<file path="config.mk">
export PLATFORM = sky130hd
export DESIGN_NAME = tick_scheduler
export DESIGN_NICKNAME = d
export VERILOG_FILES = /design/src/rtl/tick_scheduler.sv
export SDC_FILE = /design/constraint.sdc
export NUM_CORES = 1
export LEC_CHECK = 0
export ABC_AREA = 1
export BUFFER_PORTS_ARGS = -buffer_cell sky130_fd_sc_hd__clkbuf_2
export CORE_MARGIN = 2
export CORE_UTILIZATION = 35
export DETAILED_ROUTE_END_ITERATION = 16
export PLACE_DENSITY = 0.62
export SLEW_MARGIN = 30
export SYNTH_ARGS = -nofsm -noshare
export SYNTH_HDL_FRONTEND = slang
export SYNTH_SLANG_ARGS = --single-unit
</file>
<file path="constraint.sdc">
create_clock -name clk -period 3.7 [get_ports clk]
set_input_delay 0.185 -clock clk [delete_from_list [all_inputs] [get_ports clk]]
set_output_delay 0.185 -clock clk [all_outputs]
set_load 0.05 [all_outputs]
</file>
<file path="src/rtl/tick_scheduler.sv">
// Shared-prescaler timer bank: NUM_CH programmable channels whose expiries are
// queued (depth 1) and dispatched as one-cycle enable pulses in round-robin order.
module tick_scheduler #(
   parameter int NUM_CH   = 4,
   parameter int PRESCALE = 100000,
   parameter int CNT_W    = 16
) (
   input  logic                      clk,
   input  logic                      rst_n,
   input  logic                      cfg_we,
   input  logic [$clog2(NUM_CH)-1:0] cfg_ch,
   input  logic [CNT_W-1:0]          cfg_period,
   input  logic                      cfg_oneshot,
   input  logic [NUM_CH-1:0]         ch_start,
   input  logic [NUM_CH-1:0]         ch_stop,
   input  logic                      overrun_clr,
   output logic                      tick,
   output logic [NUM_CH-1:0]         enable,
   output logic [NUM_CH-1:0]         ch_active,
   output logic [NUM_CH-1:0]         overrun,
   output logic                      dbg_state
);

   localparam int CW = $clog2(NUM_CH);
   localparam int PW = $clog2(PRESCALE);
   localparam logic [0:0] ST_IDLE  = 1'b0;
   localparam logic [0:0] ST_GRANT = 1'b1;

   logic [PW-1:0]                  presc_q, presc_d;
   logic                           tick_q, tick_d;
   logic [NUM_CH-1:0]              enable_q, enable_d;
   logic [NUM_CH-1:0]              active_q, active_d;
   logic [NUM_CH-1:0]              pending_q, pending_d;
   logic [NUM_CH-1:0]              overrun_q, overrun_d;
   logic [NUM_CH-1:0]              oneshot_q, oneshot_d;
   logic [NUM_CH-1:0][CNT_W-1:0]   period_q, period_d;
   logic [NUM_CH-1:0][CNT_W-1:0]   count_q, count_d;
   logic [CW-1:0]                  rr_q, rr_d;
   logic [0:0]                     state_q, state_d;

   logic                           grant, found;
   logic [CW:0]                    idx;
   logic [CW-1:0]                  sel;
   logic [NUM_CH-1:0]              dispatch;
   logic [NUM_CH-1:0]              cfg_hit, stop_v, start_v, match_v, expire_v, ovr_set;

   always_comb begin
      presc_d = (presc_q == PW'(PRESCALE - 1)) ? '0 : presc_q + 1'b1;
      tick_d  = (presc_q == PW'(PRESCALE - 1));
   end

   // Round-robin search starting at rr_q, wrapping modulo NUM_CH.
   always_comb begin
      grant = (state_q == ST_GRANT);
      sel   = rr_q;
      found = 1'b0;
      idx   = '0;
      for (int k = 0; k < NUM_CH; k++) begin
         idx = {1'b0, rr_q} + (CW+1)'(k);
         if (idx >= (CW+1)'(NUM_CH)) idx = idx - (CW+1)'(NUM_CH);
         if (!found && pending_q[idx[CW-1:0]]) begin
            sel   = idx[CW-1:0];
            found = 1'b1;
         end
      end
      dispatch = '0;
      rr_d     = rr_q;
      if (grant && found) begin
         dispatch[sel] = 1'b1;
         rr_d          = (sel == CW'(NUM_CH - 1)) ? '0 : sel + 1'b1;
      end
      enable_d = dispatch;
   end

   // Priority per channel: stop > start > tick counting.
   always_comb begin
      period_d  = period_q;
      oneshot_d = oneshot_q;
      count_d   = count_q;
      active_d  = active_q;
      pending_d = pending_q;
      cfg_hit   = '0;
      stop_v    = '0;
      start_v   = '0;
      match_v   = '0;
      expire_v  = '0;
      ovr_set   = '0;
      for (int i = 0; i < NUM_CH; i++) begin
         cfg_hit[i]  = cfg_we && (cfg_ch == CW'(i));
         stop_v[i]   = ch_stop[i] || (cfg_hit[i] && (cfg_period == '0) && active_q[i]);
         start_v[i]  = ch_start[i] && (period_q[i] != '0);
         match_v[i]  = (count_q[i] >= period_q[i] - 1'b1);
         expire_v[i] = tick_q && active_q[i] && !stop_v[i] && !start_v[i] && match_v[i];
         ovr_set[i]  = expire_v[i] && pending_q[i] && !dispatch[i];
         if (cfg_hit[i]) begin
            period_d[i]  = cfg_period;
            oneshot_d[i] = cfg_oneshot;
         end
         if (stop_v[i]) begin
            active_d[i] = 1'b0;
            count_d[i]  = '0;
         end else if (start_v[i]) begin
            active_d[i] = 1'b1;
            count_d[i]  = '0;
         end else if (tick_q && active_q[i]) begin
            count_d[i] = match_v[i] ? '0 : count_q[i] + 1'b1;
            if (match_v[i] && oneshot_q[i]) active_d[i] = 1'b0;
         end
         if (stop_v[i])        pending_d[i] = 1'b0;
         else if (expire_v[i]) pending_d[i] = 1'b1;
         else if (dispatch[i]) pending_d[i] = 1'b0;
      end
      overrun_d = (overrun_q & ~{NUM_CH{overrun_clr}}) | ovr_set;
      state_d   = (pending_d != '0) ? ST_GRANT : ST_IDLE;
   end

   always_ff @(posedge clk or negedge rst_n) begin
      if (!rst_n) begin
         presc_q   <= '0;
         tick_q    <= 1'b0;
         enable_q  <= '0;
         active_q  <= '0;
         pending_q <= '0;
         overrun_q <= '0;
         oneshot_q <= '0;
         period_q  <= '0;
         count_q   <= '0;
         rr_q      <= '0;
         state_q   <= ST_IDLE;
      end else begin
         presc_q   <= presc_d;
         tick_q    <= tick_d;
         enable_q  <= enable_d;
         active_q  <= active_d;
         pending_q <= pending_d;
         overrun_q <= overrun_d;
         oneshot_q <= oneshot_d;
         period_q  <= period_d;
         count_q   <= count_d;
         rr_q      <= rr_d;
         state_q   <= state_d;
      end
   end

   assign tick      = tick_q;
   assign enable    = enable_q;
   assign ch_active = active_q;
   assign overrun   = overrun_q;
   assign dbg_state = state_q;

endmodule

</file>
### After elaboration in Yosys (flattened, before gate mapping)

Index checks and enable logic that the tools add are counted.
W data, S select, Z words.

* flip-flop bits (word level): 169
* input bits: 31
* output and inout port bits: 14
* logic and storage cells: 219

* $add $sub $neg: 17
* $lt $le $gt $ge: 14
* eq/ne operators: 5
* mux-type cells: 70
* bitwise operators: 3
* reduce and logical (&&, ||, !) cells: 87

Operator list (count)
* $mux W16: 16
* $add A16 B1 Y16 const B: 4
* $ge A16 B16 Y1: 4
* $reduce_bool A16 Y1: 4
* $sub A16 B1 Y16 const B: 4
* $logic_and A1 B1 Y1: 49
* $mux W1: 38
* $reduce_bool A3 Y1: 8
* $mux W2: 9
* $add A17 B1 Y17 const B: 1
* $eq A17 B17 Y1 const B: 1
* $mux W17: 1
* $logic_not A16 Y1: 1
* $logic_not A1 Y1: 15
* $lt A2 B3 Y1 const B: 5
* $ge A3 B3 Y1 const B: 3
* $bmux W1 S2: 4
* $reduce_and A2 Y1: 4
* $sub A2 B1 Y2 const B: 4
* $add A2 B2 Y3 const B: 2
* $eq A2 B2 Y1 const B: 3
* $and A4 B4 Y4: 1
* $logic_or A1 B1 Y1: 4
* $mux W4: 1
* other kinds (10): 10

### Depth between registers and ports, before layout

Gate-level depths: netlist of run 1.

* word-level depth: 24
* gate-level depth with buffers: 22

### Worst setup path before layout of run 1

No wires, ideal clock.

* path type: register to register
* from: reg period_q[32] (netlist bit)
* to: reg count_q[34] (netlist bit)
* setup time: 0.129 ns
* arrival: 2.594 ns
* slack: 0.977 ns
* stages on the path, launching flop included: 17
* period minus slack after synthesis: 2.723 ns
* cell sequence: dfrtp_1 -> inv_1 -> ha_1 -> nand4_1 -> nor4_1 -> nand2_1 -> o21ai_0 -> inv_1 -> ha_1 -> nand2_1 -> nor4_1 -> nand2_1 -> nand2_1 -> inv_1 -> nand2_2 -> buf_6 -> o22ai_2

* word-level cells in the longest chain between the ends: 6
* elaborated cells on any way between the ends: 9
* classes of those cells: 1 x add/sub; 1 x order compare; 4 x mux; 3 x reduce/logical

RTL lines
* from (decl): RTL line 36 `logic [NUM_CH-1:0][CNT_W-1:0] period_q, period_d;`
* from (signal assigned): RTL line 138 `period_q <= period_d;`
* $sub A16 B1 Y16: RTL line 92 `match_v[i] = (count_q[i] >= period_q[i] - 1'b1);`
* $ge A16 B16 Y1: RTL line 92
* $mux W16: RTL line 106 `count_d[i] = match_v[i] ? '0 : count_q[i] + 1'b1;`
* $mux W16: RTL line 105 `end else if (tick_q && active_q[i]) begin`
* $mux W16: RTL line 102 `end else if (start_v[i]) begin`
* $mux W16: RTL line 99 `if (stop_v[i]) begin`
* to (signal assigned): RTL line 139 `count_q <= count_d;`
* to (decl): RTL line 37 `logic [NUM_CH-1:0][CNT_W-1:0] count_q, count_d;`

Parallel ways exist; a longest one is shown, timed or not. The select of a mux whose other input is x is not followed.
A chain may end at the register's enable or synchronous reset.

### Worst setup path in the final report of run 1

* from: reg period_q[32] (netlist bit)
* to: reg count_q[46] (netlist bit)

Same word-level chain as after synthesis.

==> run metrics, run 1 <==
Worst VDD drop 0.2901 mV; antenna violations before repair 0; cells on worst reg2reg path 17; crit path kind reg -> reg; Main synth FF type dfrtp_1; max-slew violations 0; final hold viol count 0; CP startpoint kind flop; Leakage Power 6.001 nW; synthesized cell area 11010 sq um; share of cells above drive strength 1 12.25%; CP Capture Type flop; EDFF count, synth 0; row cnt 64; Core Region 30750 sq um; post-CTS setup buffers 0; violation count after the first detailed-route iteration 786; FFs w/ async S/R, synth 100.0%; setup_tns 0 ns; Power Density 426.2 nW/um^2; IO Count 45; clock sink count 169; drt wl/cell 13.46 microns; # H-tree levels 4; Mean Syn Cell Area 7.825 sq um; FMAX 309.5 MHz; Syn Inst Count 1407; RSZ-0062 raised after global routing false; largest net degree at the start of global routing 74; final cycle utilization of the critical path 87.34%; first-pass GRT wire length 42.35 mm; Post-DRT Antenna Nets 0; chip width 181.4 microns; grt ovf 0; Die Ht 181.4 microns; HPWL after DPL 19.05 mm; post-layout util 39.95%; crit path DAT 3.55 ns; Tmin final 3.231 ns; I/O Buffers 44; Synth Register Bits 169; Synth Warn # 0; Post-layout nets 1564; Hold Path Stages 2; worst min-delay path class in -> reg; worst rel slew slack 53.97%; Max-cap violations 0; die area 32890 sq um; required time worst endpoint 4.02 ns; CTS tree done; Root Driver clkbuf_16; Synth cell types 50; Residual DRC 0; status finished clean; Total Wirelength 25.12 mm; Syn Nets 1515; CTS buffer count 17; via count of the first global-routing pass 8552; post-CTS sizing 0; sequential element share of the synthesized area 38.41%; Critical Path Fanout Max 11; Final Skew 0.01005 ns; Total Routing Usage GR 15.93%; final setup fails 0; vias 9011; CTS clk-pin slew, worst paths 0.07 ns; Worst-Margin Slew 0.6904 ns; Clock Path Buffers 2; drt via density 4.829; gp weighted congestion 0.8281; worst skew pair latency 0.43 ns; TritonRoute pass-1 iters 5; initial core utilization 35.80%; Area Overhead vs Synth 11.57%
## worst paths after layout
path                       slack [ns]                startpoint                 endpoint
min in group asynchronous        0.30                     rst_n  count_q[60]$_DFFE_PN0P_
min                              0.03               overrun_clr     overrun[2]$_DFF_PN0_
max reg2reg                      0.47  period_q[32]$_DFFE_PN0P_  count_q[46]$_DFFE_PN0P_
min reg2reg                      0.49   period_q[0]$_DFFE_PN0P_  period_q[0]$_DFFE_PN0P_
max                              0.47  period_q[32]$_DFFE_PN0P_  count_q[46]$_DFFE_PN0P_
max in group asynchronous        2.53                     rst_n  count_q[38]$_DFFE_PN0P_
## critical path, stage by stage, from the launching register on
cell     delay, ns
dfrtp_1       0.40
inv_1         0.09
ha_1          0.21
nand4_1       0.15
nor4_1        0.43
nand2_1       0.17
o21ai_0       0.20
inv_1         0.06
ha_1          0.27
nand2_1       0.08
nor4_1        0.29
nand2_1       0.08
nand2_1       0.10
inv_1         0.12
nand2_2       0.27
nor2_1        0.06
o21ai_0       0.07
nand2_1       0.06
## cells in the mapped netlist, drive strengths merged (3+ instances only)
cell type / number / area (sq um)
buf: 7 / 52.54
o21ai: 123 / 634.3
xor2: 56 / 498.0
nand4: 16 / 100.1
clkbuf: 11 / 41.29
inv: 217 / 814.5
or2: 9 / 58.81
a21oi: 41 / 205.2
nor2: 135 / 585.6
nor4: 6 / 50.04
nor3: 29 / 249.0
nand3: 84 / 493.0
nand2: 347 / 1363
ha: 77 / 963.4
o22ai: 31 / 244.0
a21boi: 3 / 26.27
nand3b: 5 / 50.05
xnor2: 26 / 227.7
o21a: 5 / 38.79
a31oi: 3 / 25.02
dfrtp: 169 / 4229
## layout by cell type (no fill, tap or decap), types with 3 or more instances in the layout
cell,netlist,layout
inv_6,0,5
nand4_1,16,16
nor4_1,4,4
nor2_4,5,5
nand3_1,71,71
nand2_1,327,327
clkbuf_16,0,17
nand3b_1,4,4
dfrtp_1,169,169
o22ai_1,23,23
nor2_2,10,10
xnor2_1,26,26
nor3_4,3,3
o21a_1,4,4
or2_1,6,6
nor2_1,119,119
xor2_1,55,55
clkbuf_2,0,43
o21ai_0,92,92
o21ai_2,5,5
o22ai_2,8,8
a21oi_1,41,41
inv_2,11,11
inv_1,206,206
nand2_2,18,18
ha_1,77,77
o21ai_1,26,26
nor3_2,14,14
nor3_1,12,12
nand3_2,12,12
## timing repair
item	4_1_cts	5_1_grt
hold buffers	1	0
endpoints found under the setup margin	0	0
endpoints found under the hold margin	63	0
## report_power, final
group	switching, W	internal [W]	leakage, nW
Sequential	0.000175	0.00198	2.24
Combinational	0.000781	0.000483	3.47
Clock	0.000841	0.000978	0.292
## registers in the layout, indices dropped and copies added (netlist names)
name and cells:
rr_q 2, enable 4, count_q 64, presc_q 17, overrun 4, oneshot_q 4
ch_active 4, tick 1, dbg_state 1, pending_q 4, period_q 64
## logic make-up after synthesis
kind of cell | share of synthesized area, %
compound gates | 11.10
xor+xnor | 6.592
fa+ha+maj | 8.751
buf+inv | 8.251
flops | 38.41
simple gates | 26.89
## routing by layer
metal	wire length (microns)	up-vias	track usage, %	part of all wire, %
met1	12580	4182	22.62	50
met2	11010	167	24.64	44
li1	-	4635	-	-
met5	0	-	0	0
met3	1029	27	3.024	4.1
met4	507	0	4.618	2.0
## area by class of cell
type / instances / area [sq um]
multi-input combinational: 1003 / 5872
clock buffer: 18 / 439.2
inverter: 217 / 814.5
sequential: 169 / 4229
antenna: 1 / 2.502
fill: 3164 / 18470
timing repair buffer: 48 / 271.5
clock inverter: 14 / 158.9
tap: 396 / 495.5
## stage by stage
stage | setup slack, ns | instances | power, W | instance area [sq um] | hold WS [ns]
floorplan | 0.9767 | 1407 | 0.003146 | 11010 | -0.1106
detailed placement | 0.4991 | 1832 | 0.003443 | 11670 | 0.2341
global placement | 0.5562 | 1832 | 0.003410 | 11670 | 0.2318
finish | 0.4686 | 1866 | 0.005235 | 12280 | 0.03195
global route | 0.06665 | 1865 | 0.005581 | 12280 | 0.01835
CTS | 0.4690 | 1865 | 0.005277 | 12280 | 0.01119
(Power assumes the default switching activity.)
==> run 2: changes to the inputs <==
==> constraint.sdc (replaced) <==
create_clock -name clk -period 3.3 [get_ports clk]
set_input_delay 0.165 -clock clk [delete_from_list [all_inputs] [get_ports clk]]
set_output_delay 0.165 -clock clk [all_outputs]
set_load 0.05 [all_outputs]
==> run 2 against run 1 <==
  * Total power is 12% higher
  * Clock power is 11% higher
  * Largest cell class unchanged
  * Core utilization rose by 0.27 points
  * Clock-buffer cell count shrank 1
  * Critical path type unchanged
  * Largest power group unchanged
==> run metrics, run 2 (synthesized netlist as in run 1, its figures left out) <==
CP startpoint kind flop; met1 usage 22.35%; vias 8899; row cnt 64; grt ovf 0; CTS buffer count 17; R2R Setup Slk 0.30 ns; worst skew pair latency 0.44 ns; Critical Path Fanout Max 11; Total Routing Usage GR 16.17%; HPWL after DPL 19.27 mm; gp weighted congestion 0.8335; share of cells above drive strength 1 12.89%; commonest cells after routing, fill and taps aside nand2_1 (325), inv_1 (205), dfrtp_1 (169); Clock Path Buffers 2; status finished clean; Post-layout nets 1569; TritonRoute pass-1 iters 5; initial core utilization 35.80%; CTS clk-pin slew, worst paths 0.07 ns; clock sink count 169; CP top delay family simple AND/OR/NAND/NOR gates; largest net degree at the start of global routing 69; Final Power 0.005876 W; Post-DRT Antenna Nets 0; Reg2Reg Capture Point count_q[46]$_DFFE_PN0P_; die area 32890 sq um; most common cell after layout, fill and taps aside nand2_1; first-pass GRT wire length 42.82 mm; Root Driver clkbuf_16; IO Count 45; RSZ-0062 raised after global routing true; max-slew violations 0; CTS tree done; setup_tns 0 ns; I/O Buffers 44; Hold Startpoint overrun_clr; largest registers count_q: 64 flops, period_q: 64 flops, presc_q: 17 flops; Tmin final 3.001 ns; FMAX 333.3 MHz; required time worst endpoint 3.62 ns; crit path kind reg -> reg; Max-cap violations 0; final hold slack 0.01965 ns; via count of the first global-routing pass 8595; chip width 181.4 microns; Worst Path Buf+Inv 3; Worst VDD drop 0.3629 mV; Power Density 475.2 nW/um^2; Total Wirelength 25.58 mm; Area Overhead vs Synth 12.32%; Hold Path Stages 2; Placement Cell Area 11700 sq um; cells along the critical path inv_1, ha_1, nand4_1, nor4_4, nand2_1, o21ai_0, inv_1, ha_1, nand2_1, nor4_2, nand2_1, nand2_1, inv_1, nand2_4, nor2_1, o21ai_0, nand2_1; Die Ht 181.4 microns; worst-path cell with the longest stage delay dfrtp_1; most frequent CP cell nand2_1; final setup fails 0; antenna violations before repair 3; worst min-delay path class in -> reg; final hold viol count 0; final cycle utilization of the critical path 90.93%; drt wl/cell 13.67 microns; worst rel slew slack 55.87%; M3 GR Usage 3.709%; WHS Endpoint overrun[2]$_DFF_PN0_; Leakage Power 6.019 nW; Core Region 30750 sq um; # H-tree levels 4; CP Capture Type flop; busiest metal layer after global routing met2; crit-path max cell delay 0.42 ns; FF-to-FF Start period_q[32]$_DFFE_PN0P_; finished layout cell area 12370 sq um; Final Skew 0.01357 ns; Worst-Margin Slew 0.6620 ns; grt met2 use 25.12%; cells on worst reg2reg path 17; drt via density 4.756; Filler Cell Count 3105; Residual DRC 0; violation count after the first detailed-route iteration 655; crit path DAT 3.32 ns
==> run 2: changes by cell type in the layout (fill, tap and decap cells not counted), moves of 2 or more <==
cell | before | now
inv_8 | 2 | 0
nor4_1 | 4 | 2
nand2_4 | 2 | 5
nor3_2 | 14 | 11
clkinv_4 | 2 | 0
buf_4 | 2 | 7
inv_6 | 5 | 8
nand2_1 | 327 | 325
nor3_4 | 3 | 6
==> run 2: layout make-up <==
| type | count | area [sq um] | share of cell area (%) |
|---|---|---|---|
| diodes | 1 | 2.502 | 0.02024 |
| inverters | 217 | 814.5 | 6.587 |
| clock buffers | 17 | 425.4 | 3.440 |
| flip-flops and latches | 169 | 4229 | 34.20 |
| repair buffers | 53 | 309.0 | 2.499 |
| well taps | 396 | 495.5 | 4.007 |
| multi-input cells | 1003 | 5932 | 47.97 |
| clock inverters | 15 | 157.7 | 1.275 |
==> run 2: worst max-delay path by stage <==
stage | cells past startpoint | endpoint | start | slack [ns]
final | 17 | count_q[46]$_DFFE_PN0P_ | period_q[32]$_DFFE_PN0P_ | 0.30
after global routing | 17 | count_q[46]$_DFFE_PN0P_ | period_q[32]$_DFFE_PN0P_ | -0.07
after CTS | 17 | count_q[46]$_DFFE_PN0P_ | period_q[32]$_DFFE_PN0P_ | 0.11
after detailed placement | 17 | count_q[46]$_DFFE_PN0P_ | period_q[32]$_DFFE_PN0P_ | 0.12
after global placement | 18 | count_q[30]$_DFFE_PN0P_ | period_q[16]$_DFFE_PN0P_ | 0.27
after floorplan | 16 | count_q[34]$_DFFE_PN0P_ | period_q[32]$_DFFE_PN0P_ | 0.58
==> run 2: timing repair <==
action,in CTS,in global routing
hold buffers,1,0
endpoints found under the setup margin,0,38
hold endpoints to repair,66,0
gates resized for setup,0,12
buffers inserted,0,2
==> run 2: routing by layer <==
metal / share of wire, % / up-vias
met5: 0 / -
met4: 2.1 / 0
met3: 4.5 / 27
met2: 44 / 163
met1: 49 / 4070
li1: - / 4639
==> run 2: per-stage QoR <==
stage          setup slack [ns]  utilization, %  std cells
2_1_floorplan            0.5767               -       1407
3_3_place_gp             0.2717           38.03       1835
3_5_place_dp             0.1223           38.03       1835
4_1_cts                  0.1059           39.96       1868
5_1_grt                -0.07409           40.21       1870
6_report                 0.2994           40.21       1871
==> run 2: where the power goes <==
group | internal, W | switching (W)
clock | 0.00107 | 0.000954
combinational | 0.000548 | 0.000880
sequential | 0.00222 | 0.000207
==> run 3: changes to the inputs <==
--- a/config.mk
+++ b/config.mk
@@ -7,9 +7,10 @@
 export LEC_CHECK = 0
 export ABC_AREA = 1
 export BUFFER_PORTS_ARGS = -buffer_cell sky130_fd_sc_hd__clkbuf_2
-export CORE_MARGIN = 2
+export CORE_MARGIN = 10
 export CORE_UTILIZATION = 35
 export DETAILED_ROUTE_END_ITERATION = 16
+export MAX_ROUTING_LAYER = met4
 export PLACE_DENSITY = 0.62
 export SLEW_MARGIN = 30
 export SYNTH_ARGS = -nofsm -noshare
==> run 3 against run 2 <==
  * Die area grew 18%
  * Hold slack gained 0.042 ns
  * First-iteration DRC count shrank 8.7%
  * Sequential power is essentially flat
  * Critical endpoint is now count_q[15]$_DFFE_PN0P_
  * Global-route usage shrank 1.9 points
  * Sequential share of layout area shrank 0.17 points
  * Critical path depth grew 2
  * Maximum frequency grew 1.4%
==> run metrics, run 3 (synthesized netlist as in run 1, its figures left out) <==
Layout Cells excl Fill 1873; clock sink count 169; post-CTS setup buffers 0; Critical Path Fanout Max 11; CTS buffer count 17; # H-tree levels 4; Power Density 483.4 nW/um^2; drt via density 4.793; violation count after the first detailed-route iteration 598; WHS Endpoint ch_active[1]$_DFFE_PN0P_; crit path kind reg -> reg; Root Driver clkbuf_16; Residual DRC 0; CP Capture Type flop; finished layout cell area 12430 sq um; via count of the first global-routing pass 8905; Clock Path Buffers 2; Hold Path Stages 4; Placement Cell Area 11700 sq um; Tmin final 2.960 ns; max-slew violations 0; CTS clk-pin slew, worst paths 0.07 ns; IO Count 45; crit path DAT 3.30 ns; worst min-delay path class in -> reg; required time worst endpoint 3.64 ns; Post-DRT Antenna Nets 0; Final Skew 0.01059 ns; final setup fails 0; commonest cells after routing, fill and taps aside nand2_1 (325), inv_1 (203), dfrtp_1 (169); cells on worst reg2reg path 19; I/O Buffers 44; Leakage Power 6.050 nW; Die Ht 197.4 microns; Post-layout nets 1570; setup_tns 0 ns; chip width 197.4 microns; antenna violations before repair 2; worst rel slew slack 57.30%; final hold viol count 0; placed instance count 1836; final cycle utilization of the critical path 89.70%; R2R Setup Slk 0.34 ns; Hold Startpoint ch_stop[1]; FF-to-FF Start period_q[0]$_DFFE_PN0P_; post-layout util 40.30%; FMAX 337.8 MHz; Reg2Reg Capture Point count_q[15]$_DFFE_PN0P_; drt wl/cell 13.94 microns; Total Routing Usage GR 14.30%; initial core utilization 35.71%; die area 38950 sq um; gp weighted congestion 0.8655; most common cell after layout, fill and taps aside nand2_1; Worst VDD drop 0.4035 mV; Core Region 30830 sq um; worst skew pair latency 0.44 ns; Worst-Margin Slew 0.6382 ns; first-pass GRT wire length 44.15 mm; Total Wirelength 26.10 mm; share of cells above drive strength 1 12.88%; CP startpoint kind flop; Area Overhead vs Synth 12.87%; grt ovf 0; largest net degree at the start of global routing 91; Max-cap violations 0; row cnt 64; largest registers count_q: 64 flops, period_q: 64 flops, presc_q: 17 flops; TritonRoute pass-1 iters 5; CTS tree done; HPWL after DPL 19.61 mm; RSZ-0062 raised after global routing true; status finished clean; vias 8977
run 3: cell count changes in the layout (fill, tap and decap cells not counted), sizes merged, moves of 2 or more:
cell | before | now
clkinvlp | 2 | 0
inv | 225 | 220
bufinv | 1 | 3
clkinv | 4 | 8
run 3: report_power, final:
group | internal, W | switching (W) | total (W)
registers | 0.00222 | 0.000204 | 0.00242
logic | 0.000547 | 0.000885 | 0.00143
clock network | 0.00121 | 0.000938 | 0.00215
total | 0.00398 | 0.00203 | 0.00601
run 3: how the worst max path moves through the flow:
stage | end | depth (start not counted) | slack, ns | from
floorplan | count_q[34]$_DFFE_PN0P_ | 16 | 0.58 | period_q[32]$_DFFE_PN0P_
global placement | count_q[15]$_DFFE_PN0P_ | 19 | 0.14 | period_q[0]$_DFFE_PN0P_
detailed placement | count_q[15]$_DFFE_PN0P_ | 19 | 0.09 | period_q[0]$_DFFE_PN0P_
CTS | count_q[15]$_DFFE_PN0P_ | 19 | 0.07 | period_q[0]$_DFFE_PN0P_
global route | count_q[46]$_DFFE_PN0P_ | 17 | -0.03 | period_q[32]$_DFFE_PN0P_
finish | count_q[15]$_DFFE_PN0P_ | 19 | 0.34 | period_q[0]$_DFFE_PN0P_
run 3: what timing repair did:
action                                  in CTS  in global routing
gates resized for setup                      0                 14
hold endpoints to repair                    91                  0
hold buffers                                 2                  0
endpoints found under the setup margin       0                 37
run 3: final cells by class:
cell class	instances	area (sq um)
timing repair buffer	54	331.6
inverter	217	814.5
clock inverter	14	192.7
clock buffer	18	429.2
multi-input combinational	1003	5928
antenna	2	5.005
fill	3089	18400
tap	396	495.5
sequential	169	4229
run 3: metal layers:
metal	GRT usage, %	part of all wire [%]
met3	2.964	4.1
met5	-	0
met2	22.22	44
met4	3.218	1.1
met1	18.81	50
run 3: per-stage QoR:
step	setup WS [ns]	power [W]	hold WS [ns]
finish	0.3400	0.006007	0.06168
global placement	0.1390	0.003832	0.3183
detailed placement	0.09108	0.003869	0.3109
floorplan	0.5767	0.003528	-0.1306
CTS	0.07452	0.006038	0.04713
global route	-0.03089	0.006393	0.07858
run 3: critical path, cell delays in order, from the launching register on:
cell and delay, ns:
dfrtp_1 0.38, inv_1 0.10, ha_1 0.21, nand2_2 0.12
nor3_2 0.19, nand2_1 0.08, or2_1 0.25, nor3_2 0.13
xor2_1 0.15, inv_1 0.06, ha_1 0.30, nand4_1 0.13
a21oi_1 0.16, nor2_1 0.05, nand2_1 0.13, inv_2 0.10
nand2_4 0.14, nor2_1 0.06, nand2_1 0.05, nand2_1 0.04
